**src/rtl/pipe_pkg.sv**
```systemverilog
// Shared types for pipeline stage registers.
// Used by every stage boundary in the core.
package pipe_pkg;

  typedef enum logic [1:0] {
    EMPTY = 2'd0,
    ONE   = 2'd1,
    TWO   = 2'd2
  } stage_state_t;

  localparam logic [15:0] NOP_INST_DEFAULT = 16'h0000;

endpackage

```
**src/rtl/pipe_stage_reg.sv**
```systemverilog
// Pipeline stage register with skid slot,
// flush and saturating stall counter.
module pipe_stage_reg
  import pipe_pkg::*;
#(
  parameter int PC_WIDTH   = 12,
  parameter int INST_WIDTH = 16,
  parameter logic [INST_WIDTH-1:0] NOP_INST =
    INST_WIDTH'(NOP_INST_DEFAULT),
  parameter int CNT_WIDTH  = 16
) (
  input  logic                  clk,
  input  logic                  reset,
  input  logic                  flush,
  input  logic                  in_valid,
  output logic                  in_ready,
  input  logic [PC_WIDTH-1:0]   in_pc,
  input  logic [INST_WIDTH-1:0] in_inst,
  output logic                  out_valid,
  input  logic                  out_ready,
  output logic [PC_WIDTH-1:0]   out_pc,
  output logic [INST_WIDTH-1:0] out_inst,
  output logic [CNT_WIDTH-1:0]  stall_cnt
);

  stage_state_t state;
  stage_state_t state_nxt;

  logic [PC_WIDTH-1:0]   main_pc;
  logic [INST_WIDTH-1:0] main_inst;
  logic [PC_WIDTH-1:0]   skid_pc;
  logic [INST_WIDTH-1:0] skid_inst;

  logic in_fire;
  logic out_fire;
  logic ld_main_in;
  logic ld_main_skid;
  logic ld_skid;
  logic stall_inc;

  // Ready comes from state only, so the ready path is cut here.
  assign in_ready  = (state != TWO) & ~reset;
  assign out_valid = (state != EMPTY);
  assign in_fire   = in_valid & in_ready;
  assign out_fire  = out_valid & out_ready;

  // Bubbles hide whatever stale data sits in the main slot.
  assign out_pc   = out_valid ? main_pc : '0;
  assign out_inst = out_valid ? main_inst : NOP_INST;

  // Next state and slot load selects.
  always_comb begin
    state_nxt    = state;
    ld_main_in   = 1'b0;
    ld_main_skid = 1'b0;
    ld_skid      = 1'b0;
    unique case (state)
      EMPTY: begin
        if (in_fire) begin
          state_nxt  = ONE;
          ld_main_in = 1'b1;
        end
      end
      ONE: begin
        if (in_fire && out_fire) begin
          ld_main_in = 1'b1;
        end else if (in_fire) begin
          state_nxt = TWO;
          ld_skid   = 1'b1;
        end else if (out_fire) begin
          state_nxt = EMPTY;
        end
      end
      TWO: begin
        if (out_fire) begin
          state_nxt    = ONE;
          ld_main_skid = 1'b1;
        end
      end
      default: state_nxt = EMPTY;
    endcase
    if (flush) begin
      state_nxt = EMPTY;
    end
  end

  // State register; flush empties the stage, reset wins over all.
  always_ff @(posedge clk) begin
    if (reset) begin
      state <= EMPTY;
    end else begin
      state <= state_nxt;
    end
  end

  // Slot payloads; validity lives entirely in the state.
  always_ff @(posedge clk) begin
    if (ld_main_in) begin
      main_pc   <= in_pc;
      main_inst <= in_inst;
    end else if (ld_main_skid) begin
      main_pc   <= skid_pc;
      main_inst <= skid_inst;
    end
    if (ld_skid) begin
      skid_pc   <= in_pc;
      skid_inst <= in_inst;
    end
  end

  assign stall_inc = out_valid & ~out_ready & ~(&stall_cnt);

  // Saturating stall counter; only reset clears it.
  always_ff @(posedge clk) begin
    if (reset) begin
      stall_cnt <= '0;
    end else if (stall_inc) begin
      stall_cnt <= stall_cnt + 1'b1;
    end
  end

endmodule

```
**config.mk**
```make
export PLATFORM = sky130hd
export DESIGN_NAME = pipe_stage_reg
export DESIGN_NICKNAME = d
export VERILOG_FILES = /design/src/rtl/pipe_pkg.sv /design/src/rtl/pipe_stage_reg.sv
export SDC_FILE = /design/constraint.sdc
export NUM_CORES = 1
export LEC_CHECK = 0
export ABC_AREA = 1
export CAP_MARGIN = 5
export CORE_UTILIZATION = 44
export CTS_CLUSTER_DIAMETER = 50
export CTS_CLUSTER_SIZE = 25
export DETAILED_ROUTE_END_ITERATION = 6
export PLACE_DENSITY = 0.8
export RECOVER_POWER = 50
export SLEW_MARGIN = 5
export SYNTH_ARGS = -nofsm -noshare
export SYNTH_HDL_FRONTEND = slang
export SYNTH_SLANG_ARGS = --single-unit
```
**constraint.sdc**
```tcl
create_clock -name clk -period 3.5 [get_ports clk]
set_input_delay 0.7 -clock clk [delete_from_list [all_inputs] [get_ports clk]]
set_output_delay 0.7 -clock clk [all_outputs]
set_load 0.05 [all_outputs]
```
==> summary.txt <==
Status - complete, no violations
Tightest Pin Transition - 1340 ps
Post-synthesis cell count - 379
Routability Congestion - 0.749
Top-area cell type share of the netlist area - 47.7%
Period utilization - 85.5%
DR WL/cell - 12.3 um
Initial Util - 45.6%
Largest family of logic cells by synthesized area - simple AND/OR/NAND/NOR gates
Register area - 2040 um^2
H-tree depth - 3
# hold bufs at CTS - 0
Worst Path Buf+Inv - 3
Mux cell area share after synthesis - 0%
Max transition margin - 10.9%
Power density over the cells - 394 nW/um^2
CP Depth - 5
Worst path arrival time - 2940 ps
Detailed-placement wirelength estimate - 4970 um
Vias - 2,657
XOR/XNOR share of the synthesized area - 1.49%
Seq/Total Area, Yosys - 57.9%
Post-Synth Simple-Gate Area - 28.2%
Area occupied by multi-input gates - 1140 um^2
Synthesized flop and latch total - 74
Top post-synthesis cells by area - edfxtp_1 (48%), nand2_1 (13%), dfxtp_1 (10%), nor2_1 (5.6%), inv_1 (4.5%)
CP peak stage delay - 1020 ps
Placed instance area - 4370 um^2
Via density per instance - 4.69
Ports - 79
Syn Area/Cell - 9.30 um^2
Clk sinks - 74
PortBufs - 78
Initial antenna violation count - 0
Reg2Reg Depth - 6
Postcts setup bufs - 0
Area grow syn2layout - 27.1%
Clk_lat worst skew - 350 ps
Total GRT Usage - 17.8%
# diodes - 0
Adder-cell share of the synthesized area - 0.355%
Cts repair resizes - 0
Fillers - 649
Die Width - 91.5 um
Iteration-0 DRC Markers - 95
Root buffer cell - clkbuf_8
Routed Antenna Nets - 0
Lkg Pwr - 1.78 nW
Worst hold path stage count - 2
RSZ-0062 raised after global routing - no
Setup crit end kind - flop
CTS clock-pin slew for the worst setup and hold paths - 80 ps
Number of CTS-inserted buffers - 9
Layout Nets - 495
WS Path Type - primary input to flop
Number of global-route vias before repair - 2,487
Distinct cells, synth - 27
DIE HEIGHT - 91.5 um
Post-Route WL - 6950 um
Yosys warnings - 0
Die area - 8380 um^2
Count of final max-slew check failures - 0
Layout cells sized above 1 - 10.8%
Worst-path maximum fanout - 25
WHS - 511 ps
Max_cap viols - 0
Final Critical Period - 2990 ps
Global-route wire length before repair - 11,500 um
CTS tree - yes
Final Non-Filler Cells - 567
Maximum VDD drop - 0.173 mV
Synth Area in Compound Gates - 4.19%
Critical path's slowest cell - clkbuf_1
Row count - 32
Synthesized Nets - 413
Fin. Hold Viols - 0
Setup Viol. Count Final - 0
Startpoint Class - primary input
Max Fclk - 334 MHz
DR pass1 iterations - 4
Total grt overflow - 0
DRC errors left - 0
Reg2reg setup slack - 830 ps
CP top delay family - buffers and inverters
Cell area after layout - 4480 um^2
CP cell instances - dlygate4sd3_1 -> inv_1 -> nand3_1 -> nor2_1 -> clkbuf_1
Dpl cells - 552
Req. time, crit path - 3450 ps
Core area - 7730 um^2
Largest net degree at the start of global routing - 32
Worst hold path class - flop to flop
Synth area leader - edfxtp_1
Max clock buf depth - 2
Post-Syn Area - 3530 um^2
Final setup TNS - 0 ps
Post-Route Skew - 8.85 ps
## sequential cells by signal (all words and copies together), names as in the netlist
register / flops
main_inst: 16
skid_pc: 12
state: 2
main_pc: 12
stall_cnt: 16
skid_inst: 16
## cells in the mapped netlist, drive strengths merged
| master | instances |
|---|---|
| a21oi | 14 |
| buf | 11 |
| clkbuf | 1 |
| dfxtp | 18 |
| edfxtp | 56 |
| ha | 1 |
| inv | 45 |
| nand2 | 140 |
| nand3 | 13 |
| nand4 | 6 |
| nor2 | 59 |
| nor3 | 3 |
| o211ai | 1 |
| o21ai | 5 |
| xnor2 | 3 |
| xor2 | 3 |
## cell families after synthesis
logic type / count (synthesis)
flip-flops: 74
XOR/XNOR: 6
AND/OR/NAND/NOR: 221
buffers and inverters: 57
AO/OA/AOI/OAI: 20
adder cells (fa/ha/maj): 1
## tightest hold or removal path, cell delays in order (launching register included)
cell and delay, ps:
edfxtp_1 330, nand2_1 50, nand2_1 40
## final timing paths
check / start / endpoint
worst max-delay path: out_ready / skid_inst[8]
worst min-delay path: skid_inst[8] / main_inst[8]
worst max register to register: state[1] / main_pc[11]
worst min register to register: skid_inst[8] / main_inst[8]
## per-layer routing
layer | GRT usage, % | part of all wire (%) | up-vias
li1 | - | - | 1360
met1 | 21.4 | 43 | 1208
met2 | 30.8 | 50 | 79
met3 | 3.18 | 5.4 | 10
met4 | 8.47 | 1.4 | 0
met5 | 0 | 0 | -
## cells in the final DEF, fill, tap and decap left out, drive strengths merged
master         synthesis  layout
a21oi                 14      14
buf                   11       5
bufinv                 0       1
clkbuf                 1      10
clkdlybuf4s50          0      48
clkinv                 0       5
clkinvlp               0       1
dfxtp                 18      18
dlygate4sd3            0      29
edfxtp                56      56
ha                     1       1
inv                   45      44
nand2                140     140
nand3                 13      13
nand4                  6       6
nor2                  59      59
nor3                   3       3
o211ai                 1       1
o21ai                  5       5
xnor2                  3       3
xor2                   3       3
## cell type report
class | instances | area share, %
Clock buffer | 9 | 2.76
Inverter | 45 | 3.77
Timing Repair Buffer | 83 | 18.1
Multi-Input combinational cell | 248 | 25.4
Tap cell | 102 | 2.85
Clock inverter | 6 | 1.54
Sequential cell | 74 | 45.6
## where the power goes
group	internal [mW]	leakage, nW	switching, mW
clock network	0.327	0.0953	0.312
registers	0.963	0.661	0.00583
logic	0.0586	1.02	0.0994
## stage by stage
stage / worst slack (ps) / total power [mW] / utilization (%)
after floorplan: 960 / 1.09 / -
final: 508 / 1.77 / 58.0
after detailed placement: 581 / 1.16 / 56.5
after global routing: 400 / 1.83 / 58.0
after global placement: 608 / 1.16 / 56.5
after CTS: 536 / 1.79 / 59.0
Power figures use the tool's default switching activity.
